`config.mk`:
```
export PLATFORM = sky130hd
export DESIGN_NAME = hazard_ctrl
export DESIGN_NICKNAME = d
export VERILOG_FILES = /design/src/rtl/hazard_ctrl.sv
export SDC_FILE = /design/constraint.sdc
export NUM_CORES = 1
export LEC_CHECK = 0
export ABC_CLOCK_PERIOD_IN_PS = 1600
export CORE_AREA = 2 2 39 41
export DETAILED_ROUTE_END_ITERATION = 7
export DIE_AREA = 0 0 41 43
export DONT_BUFFER_PORTS = 1
export PLACE_DENSITY = 0.3
export REMOVE_ABC_BUFFERS = 1
export SLEW_MARGIN = 20
export SYNTH_ARGS = -nofsm -noshare
export SYNTH_HDL_FRONTEND = slang
export SYNTH_SLANG_ARGS = --single-unit
```
`constraint.sdc`:
```
create_clock -name clk_i -period 1.6 [get_ports clk_i]
set_input_delay 0.08 -clock clk_i [delete_from_list [all_inputs] [get_ports clk_i]]
set_output_delay 0.08 -clock clk_i [all_outputs]
set_load 0.02 [all_outputs]
```
`src/rtl/hazard_ctrl.sv`:
```
// Pipeline hazard controller: load-use stall, taken-branch flush and data-memory wait handling.
// Optional memory timeout/abort path enabled by defining HAZARD_CTRL_TIMEOUT_EN.
module hazard_ctrl #(
    parameter int unsigned TIMEOUT_CYCLES = 16
) (
    input  logic       clk_i,
    input  logic       rst_i,
    input  logic [4:0] if_id_rs1_i,
    input  logic [4:0] if_id_rs2_i,
    input  logic       id_ex_memread_i,
    input  logic [4:0] id_ex_rd_i,
    input  logic       branch_taken_i,
    input  logic       mem_req_i,
    input  logic       mem_ack_i,
    output logic       pc_write_o,
    output logic       if_id_stall_o,
    output logic       if_id_flush_o,
    output logic       id_ex_stall_o,
    output logic       id_ex_flush_o,
    output logic       ex_mem_stall_o,
    output logic       ex_mem_flush_o,
    output logic       mem_wb_stall_o,
    output logic       mem_wb_flush_o,
`ifdef HAZARD_CTRL_TIMEOUT_EN
    output logic       timeout_o,
`endif
    output logic [1:0] state_o
);

    typedef enum logic [1:0] {
        ST_RUN      = 2'd0,
        ST_MEM_WAIT = 2'd1,
        ST_ABORT    = 2'd2,
        ST_ILLEGAL  = 2'd3
    } state_t;

    if (TIMEOUT_CYCLES < 2 || TIMEOUT_CYCLES > 255) begin : g_bad_timeout
        $error("hazard_ctrl: TIMEOUT_CYCLES must be within 2..255");
    end

    state_t state;
    state_t state_nxt;
    logic   load_use;
    logic   mem_stall;

    assign load_use = id_ex_memread_i && (id_ex_rd_i != 5'd0) &&
                      ((id_ex_rd_i == if_id_rs1_i) || (id_ex_rd_i == if_id_rs2_i));

    // Once in MEM_WAIT only the ack releases the pipe; a dropped request keeps it held.
    always_comb begin
        case (state)
            ST_RUN:      mem_stall = mem_req_i && !mem_ack_i;
            ST_MEM_WAIT: mem_stall = !mem_ack_i;
            default:     mem_stall = 1'b0;
        endcase
    end

`ifdef HAZARD_CTRL_TIMEOUT_EN
    logic [7:0] wait_cnt;
    logic [7:0] wait_cnt_nxt;
    logic       timeout_hit;

    assign timeout_hit = (wait_cnt == 8'(TIMEOUT_CYCLES - 1));
`endif

    always_comb begin
        state_nxt = ST_RUN;
`ifdef HAZARD_CTRL_TIMEOUT_EN
        wait_cnt_nxt = 8'd0;
`endif
        case (state)
            ST_RUN: begin
                if (mem_stall) state_nxt = ST_MEM_WAIT;
            end
            ST_MEM_WAIT: begin
                if (!mem_ack_i) begin
`ifdef HAZARD_CTRL_TIMEOUT_EN
                    if (timeout_hit) begin
                        state_nxt = ST_ABORT;
                    end else begin
                        state_nxt    = ST_MEM_WAIT;
                        wait_cnt_nxt = (wait_cnt == 8'hff) ? wait_cnt : wait_cnt + 8'd1;
                    end
`else
                    state_nxt = ST_MEM_WAIT;
`endif
                end
            end
            default: state_nxt = ST_RUN;
        endcase
    end

    always_ff @(posedge clk_i) begin
        // NOTE: non-blocking assignments keep every register sampling pre-edge values.
        if (!rst_i) begin
            state <= ST_RUN;
`ifdef HAZARD_CTRL_TIMEOUT_EN
            wait_cnt <= 8'd0;
`endif
        end else begin
            state <= state_nxt;
`ifdef HAZARD_CTRL_TIMEOUT_EN
            wait_cnt <= wait_cnt_nxt;
`endif
        end
    end

    always_comb begin
        // NOTE: every output gets a default first so no path leaves a latch behind.
        pc_write_o     = 1'b0;
        if_id_stall_o  = 1'b0;
        if_id_flush_o  = 1'b0;
        id_ex_stall_o  = 1'b0;
        id_ex_flush_o  = 1'b0;
        ex_mem_stall_o = 1'b0;
        ex_mem_flush_o = 1'b0;
        mem_wb_stall_o = 1'b0;
        mem_wb_flush_o = 1'b0;
`ifdef HAZARD_CTRL_TIMEOUT_EN
        timeout_o      = 1'b0;
`endif
        if (rst_i) begin
            if (state == ST_ABORT) begin
                if_id_flush_o  = 1'b1;
                id_ex_flush_o  = 1'b1;
                ex_mem_flush_o = 1'b1;
                mem_wb_flush_o = 1'b1;
`ifdef HAZARD_CTRL_TIMEOUT_EN
                timeout_o      = 1'b1;
`endif
            end else if (mem_stall) begin
                // Freeze everything up to MEM and bubble WB while memory is busy.
                if_id_stall_o  = 1'b1;
                id_ex_stall_o  = 1'b1;
                ex_mem_stall_o = 1'b1;
                mem_wb_flush_o = 1'b1;
            end else if (load_use) begin
                if_id_stall_o  = 1'b1;
                id_ex_flush_o  = 1'b1;
            end else begin
                pc_write_o     = 1'b1;
                if_id_flush_o  = branch_taken_i;
            end
        end
    end

    assign state_o = state;

endmodule

```
==> reports/qor.yml, run 1 <==
antenna_cells: 0
drt_iter0_drc: 0
hold_buffers: 0
io_buffers: 0
avgSynthCellArea_um2: 7.18
cp-start-kind: "input pin"
viasPerCell: 4.24
routed_wl_um: 565
synth_cell_types: 15
grt_start_max_net_pins: 5
nNetsFinal: 57
netlist_instances: 34
fin_crit_ns: 1.26
p_seq_share_pct: 29.2
antenna_found_initial: 0
dieArea_um2: 1760
synthFlopType: "dfxtp_1"
ys_ff_latch: 1
gp_congestion: 0.660
drive_above_1_share_pct: 11.8
largest_reg_flops: 1
cp_cell_sequence: "or4_1 > o21a_1 > a21oi_1 > buf_4"
rsz0062_at_grt: "no"
cts_resized: 0
synth_edf_count: 0
grt_first_pass_wirelength_um: 779
core_area_um2: 1380
post_cts.repair.setup_buffers: 0
synth_area_leaders: "xnor2_1 (36%), buf_4 (15%), dfxtp_1 (8.2%)"
vias: 212
first_pass_iters: 1
syn2layout_area_growth_pct: 5.13
post_drt_wl_per_cell_um: 11.3
peakVddDrop_mv: 0.175
power_switching_share_pct: 40.7
hold_path.class: "in -> reg"
setup_viol: 0
clock_latency_ns: 0
rrSetupSlack_ns: 0.79
p_comb_share_pct: 70.8
path_max_fanout: 4
cp-end-kind: "output port"
drc: 0
synth_common_cells: "xnor2_1 (10), buf_4 (5), nand2_1 (3), nand3_1 (3)"
dp_hpwl_um: 551
cp.arrival_ns: 1.18
fin_crit_sh_pct: 78.7
maxCapViolCount: 0
finalHoldViolCount: 0
synth_top_area_share_pct: 35.9
slowest_delay_ns: 0.53
fin_setup_tns_ns: 0
syn_area_um2: 244
worst-setup-path-type: "in -> out"
grt_pass1_vias: 193
synth_async_sr_flop_share_pct: 0
start_util_pct: 17.6
synth_warnings: 0
power.net_switching_uw: 40.2
max_freq_mhz: 794
antenna_left: 0
rows: 14
finalClockSkew_ns: 0
status: "finished clean"
slew_violations: 0
die_h_um: 43
synth-seq-area-share_pct: 8.21
grt_overflow: 0
p_int_uw: 58.7
die_w_um: 41
yosysMostFrequentCell: "xnor2_1"
clock_power_share_pct: 0
power_per_cell_area_nw_per_um2: 386
yosysTopAreaCell: "xnor2_1"
cts.clk_slew.worst_paths_ns: 0
p_leak_uw: 0.0000962
required_ns: 1.52
critPathSlowestCell: "or4_1"
io_pins: 32
track_usage_pct: 5.91
postLayoutCoreUtil_pct: 18.5
stage by stage:
stage / worst slack (ns) / power [µW] / instance area (µm²) / hold slack [ns] / std cells
after detailed placement: 0.328 / 99.6 / 256 / 0.227 / 50
after global placement: 0.396 / 98.2 / 256 / 0.221 / 50
after floorplan: -0.156 / 86.7 / 214 / 0.215 / 31
after CTS: 0.321 / 99.7 / 256 / 0.228 / 50
final: 0.340 / 99.0 / 256 / 0.226 / 50
after global routing: 0.304 / 105 / 256 / 0.245 / 50
critical path: cells and delay by family:
kind | cells | cell delay [ns]
compound gates | 2 | 0.41
buf+inv | 1 | 0.17
simple gates | 1 | 0.53
power groups by stage:
stage	sequential (µW)	clock [µW]	combinational [µW]
after CTS	28.9	0	70.8
after floorplan	28.7	0	58.0
final	28.9	0	70.0
after global placement	28.9	0	69.3
after detailed placement	28.9	0	70.6
after global routing	29.1	0	76.0
routing by layer:
metal | vias up | wire length, µm | GRT usage, %
li1 | 106 | - | -
met1 | 93 | 163 | 6.05
met5 | - | 0 | 0
met2 | 13 | 343 | 11.9
met4 | 0 | 0 | 0
met3 | 0 | 57 | 1.05
final timing paths:
path / start / endpoint / cells past startpoint
worst max-delay path: id_ex_rd_i[1] / pc_write_o / 4
worst min-delay path: rst_i / state_o[0] / 2
worst max register to register: state_o[0] / state_o[0] / 2
worst min register to register: state_o[0] / state_o[0] / 2
cell families (layout without fill, tap and decap cells):
family / after synthesis / in the layout / share of synthesized area, %
AOI/OAI and AO/OA: 6 / 6 / 16.4
and+or+nand+nor: 10 / 10 / 21.0
DFF: 1 / 1 / 8.21
buffers and inverters: 6 / 4 / 16.9
xor gates and xnor gates: 10 / 10 / 35.9
other: 1 / 3 / 1.54
layout make-up:
type	count	area, µm²
sequential	1	20.0
tap	16	20.0
multi-input combinational	29	190
timing repair buffer	3	22.5
inverter	1	3.75
fill	159	1130
layout by cell type (no fill, tap or decap):
cell type	n
o22ai_1	1
xnor2_1	10
o21bai_1	1
a31o_1	1
inv_1	1
dfxtp_1	1
nand3_1	3
and3b_2	1
or4_1	1
conb_1	3
o21a_1	1
nor2_1	2
nand2_1	3
a21oi_1	2
buf_4	3
Power figures use the tool's default switching activity.
==> inputs of run 2 (changes only) <==
- ABC_CLOCK_PERIOD_IN_PS: 1600 -> 1100
- clock period: 1.6 -> 1.1 ns (I/O delays scaled with it)
==> reports/qor.yml, run 2 (synthesized netlist as in run 1, its figures left out) <==
status: "finished, violations left"
violations: "setup timing"
first_pass_iters: 2  # +1
power_switching_share_pct: 40.8  # +0.13 points
syn2layout_area_growth_pct: 22.1
p_int_uw: 95.4  # +62%
worst-setup-path-type: "in -> out"
fin_crit_sh_pct: 103
fin_ws_ns: -0.0340  # -0.374 ns
crit_start: "id_ex_rd_i[4]"
final_common_cell: "xnor2_1"
grt_first_pass_wirelength_um: 828  # +6.3%
io_buffers: 0  # unchanged
postLayoutCoreUtil_pct: 21.5  # +3.0 points
path_max_fanout: 4  # unchanged
io_pins: 32  # unchanged
dr_wl_met2_um: 350  # +2.0%
cp-start-kind: "input pin"
instances_no_fill: 51  # +2.0%
viasPerCell: 4.35  # +2.7%
wl_met3_um: 55  # -3.5%
die_w_um: 41  # unchanged
clock_power_share_pct: 0  # unchanged
setup_viol: 4  # +4
core_area_um2: 1380  # unchanged
finalHoldViolCount: 0  # unchanged
hold_buffers: 0  # unchanged
p_comb_share_pct: 75.4  # +4.6 points
drive_above_1_share_pct: 31.4  # +20 points
fin_crit_ns: 1.13
power_per_cell_area_nw_per_um2: 541  # +40%
peakVddDrop_mv: 0.230  # +32%
hold_path.class: "in -> reg"
maxCapViolCount: 0  # unchanged
grt_pass1_vias: 202  # +4.7%
rows: 14  # unchanged
min-delay-start: "rst_i"
antenna_cells: 0  # unchanged
drt_iter0_drc: 2  # +2
post_drt_wl_per_cell_um: 11.9  # +5.0%
p_leak_uw: 0.000109  # +14%
track_usage_pct: 6.29  # +0.39 points
cts.clk_slew.worst_paths_ns: 0  # unchanged
start_util_pct: 17.6  # unchanged
drc: 0  # unchanged
fin_setup_tns_ns: -0.0651  # -0.0651 ns
wl_met1_um: 199  # +22%
max_freq_mhz: 882
grt_start_max_net_pins: 5  # unchanged
largest_reg_flops: 1  # unchanged
gp_congestion: 0.658  # -0.21%
dieArea_um2: 1760  # unchanged
antenna_found_initial: 0  # unchanged
required_ns: 1.04  # -0.48 ns
rsz0062_at_grt: "yes"
power.net_switching_uw: 65.7  # +63%
grt_overflow: 0  # unchanged
slew_violations: 0  # unchanged
routed_wl_um: 605  # +7.1%
worstReg2RegStart: "state_o[0]"
cp.arrival_ns: 1.08  # -0.10 ns
vias: 222  # +4.7%
finalClockSkew_ns: 0  # unchanged
cp-end-kind: "output port"
p_seq_share_pct: 24.6  # -4.6 points
highest_layer: "met3"
clock_latency_ns: 0  # unchanged
dp.cells: 51  # +2.0%
layout_common_cells: "xnor2_1 (10), buf_4 (4), nand2_1 (3), nand3_1 (3), conb_1 (3)"
nNetsFinal: 58  # +1.8%
antenna_left: 0  # unchanged
die_h_um: 43  # unchanged
==> run 2: power by group through the flow <==
stage,combinational (µW),sequential [µW],clock (µW)
after floorplan,84.4,41.8,0
after global placement,106,39.5,0
after detailed placement,108,39.6,0
after CTS,117,39.6,0
after global routing,130,39.9,0
final,121,39.6,0
==> run 2: per-stage QoR <==
step / instance area (µm²) / hold WS (ns) / power [µW] / setup WS [ns]
2_1_floorplan: 214 / 0.190 / 126 / -0.631
3_3_place_gp: 264 / 0.197 / 145 / -0.0536
3_5_place_dp: 264 / 0.204 / 147 / -0.117
4_1_cts: 288 / 0.206 / 156 / -0.0626
5_1_grt: 298 / 0.221 / 170 / -0.0437
6_report: 298 / 0.205 / 161 / -0.0340
==> run 2: worst paths after layout <==
path                                 endpoint  slack (ns)  depth (start not counted)
worst max-delay path            if_id_flush_o       -0.03                          4
worst min-delay path               state_o[0]        0.20                          2
worst max register to register     state_o[0]        0.36                          2
worst min register to register     state_o[0]        0.56                          2
==> run 2: area by class of cell <==
cell class / instances / area [µm²]
fill: 151 / 1090
sequential: 1 / 20.0
inverter: 1 / 3.75
timing repair buffer: 4 / 30.0
multi-input combinational: 29 / 224
tap: 16 / 20.0
==> run 2: routing by layer <==
layer,vias to the layer above,track usage (%)
met5,-,0
met2,12,12.2
li1,109,-
met1,101,6.65
met4,0,0
met3,0,1.57
==> run 2: timing repair <==
item / CTS / global route
pin swaps: 5 / 1
buffers inserted: 0 / 0
endpoints found under the setup margin: 4 / 4
resized for setup: 4 / 2
==> run 2: critical path, stage by stage <==
cell and delay (ns):
or4_4 0.52, o21a_4 0.23, a21oi_2 0.13, buf_4 0.15
==> inputs of run 3 (changes only) <==
- BUFFER_PORTS_ARGS: not set -> -buffer_cell sky130_fd_sc_hd__buf_4
- DONT_BUFFER_PORTS: 1 -> not set
- PLACE_DENSITY: 0.3 -> 0.52
==> reports/qor.yml, run 3 (synthesized netlist as in run 1, its figures left out) <==
fin_ws_ns: -0.194  # -0.160 ns
grt_first_pass_wirelength_um: 966  # +17%
highest_layer: "met3"
routed_wl_um: 695  # +15%
setup_viol: 4  # unchanged
power_per_cell_area_nw_per_um2: 479  # -11%
finalClockSkew_ns: 0  # unchanged
largest_reg_flops: 1  # unchanged
maxCapViolCount: 0  # unchanged
power.net_switching_uw: 90.4  # +38%
wl_met3_um: 127  # +130%
drt_iter0_drc: 4  # +2
dieArea_um2: 1760  # unchanged
first_pass_iters: 4  # +2
start_util_pct: 17.6  # unchanged
hold_path.class: "in -> reg"
rows: 14  # unchanged
required_ns: 1.04  # about the same
syn2layout_area_growth_pct: 114
antenna_cells: 0  # unchanged
wl_met1_um: 248  # +25%
finalHoldViolCount: 0  # unchanged
power_switching_share_pct: 36.2  # -4.6 points
clock_latency_ns: 0  # unchanged
io_buffers: 28  # +28
die_w_um: 41  # unchanged
p_seq_share_pct: 15.8  # -8.8 points
max_freq_mhz: 773  # -12%
grt_start_max_net_pins: 5  # unchanged
dp_hpwl_um: 618
dr_wl_met2_um: 319  # -8.9%
total_power_uw: 250  # +55%
status: "finished, violations left"
rsz0062_at_grt: "yes"
track_usage_pct: 7.41  # +1.1 points
final_common_cell: "buf_4"
grt_overflow: 0  # unchanged
fin_setup_tns_ns: -0.643  # -0.578 ns
grt_pass1_vias: 270  # +34%
worst-setup-path-type: "in -> out"
dp.cells: 80  # +57%
cts.clk_slew.worst_paths_ns: 0  # unchanged
die_h_um: 43  # unchanged
fin_crit_sh_pct: 118  # +15 points
place_ws_ns: -0.229  # -0.113 ns
drive_above_1_share_pct: 59.4  # +28 points
peakVddDrop_mv: 0.285  # +24%
antenna_left: 0  # unchanged
post_drt_wl_per_cell_um: 8.69  # -27%
core_area_um2: 1380  # unchanged
violations: "setup timing"
cp-end-kind: "output port"
slew_violations: 0  # unchanged
p_comb_share_pct: 84.2  # +8.8 points
clock_power_share_pct: 0  # unchanged
cp-start-kind: "input pin"
nNetsFinal: 87  # +50%
p_int_uw: 159  # +67%
vias: 320  # +44%
cp.arrival_ns: 1.24  # +0.16 ns
path_max_fanout: 4  # unchanged
drc: 0  # unchanged
instances_no_fill: 80  # +57%
fin_crit_ns: 1.29  # +0.160 ns
layout_common_cells: "buf_4 (28), xnor2_1 (10), buf_6 (5)"
p_leak_uw: 0.000252  # +130%
gp_congestion: 0.643  # -2.3%
viasPerCell: 4.00  # -8.1%
antenna_found_initial: 0  # unchanged
io_pins: 32  # unchanged
[run 3: changes by cell type in the layout (fill, tap and decap cells not counted), sizes merged]
cell and delta:
buf +29
[run 3: cell type report]
type,count,area [µm²]
repair buffers,33,267
inverters,1,3.75
well taps,16,20.0
flip-flops and latches,1,20.0
multi-input cells,29,211
fillers,157,862
[run 3: power by group through the flow]
stage	sequential, µW	clock [µW]	combinational, µW
floorplan	41.8	0	84.4
global placement	39.6	0	195
detailed placement	39.6	0	195
CTS	39.6	0	200
global route	39.9	0	226
finish	39.5	0	210
[run 3: worst paths after layout]
kind / from / end / slack (ns) / cells after the start
max: id_ex_rd_i[3] / if_id_stall_o / -0.19 / 5
max reg2reg: state_o[0] / state_o[0] / 0.38 / 2
min: rst_i / state_o[0] / 0.33 / 3
min reg2reg: state_o[0] / state_o[0] / 0.55 / 2
[run 3: repair_timing]
action                                 in CTS  in global routing
endpoints found under the hold margin       0                  0
setup buffers                               0                  0
resized for setup                           4                  5
hold buffers                                0                  0
pin swaps                                   3                  3
setup endpoints to repair                   4                  4
[run 3: per-stage QoR]
step | hold slack, ns | area, µm² | utilization, %
after floorplan | 0.190 | 214 | -
after global routing | 0.362 | 522 | 37.7
after CTS | 0.336 | 497 | 35.9
after detailed placement | 0.335 | 482 | 34.8
final | 0.331 | 522 | 37.7
after global placement | 0.336 | 482 | 34.8
[run 3: worst max-delay path: stages]
cell and delay (ns):
buf_6 0.09, or4_4 0.52, o21a_4 0.22, a31o_1 0.22, buf_6 0.13
[run 3: metal layers]
| layer | GRT usage (%) | vias to the layer above |
|---|---|---|
| li1 | - | 166 |
| met1 | 7.96 | 133 |
| met2 | 13.8 | 21 |
| met3 | 2.62 | 0 |
| met4 | 0 | 0 |
| met5 | 0 | - |
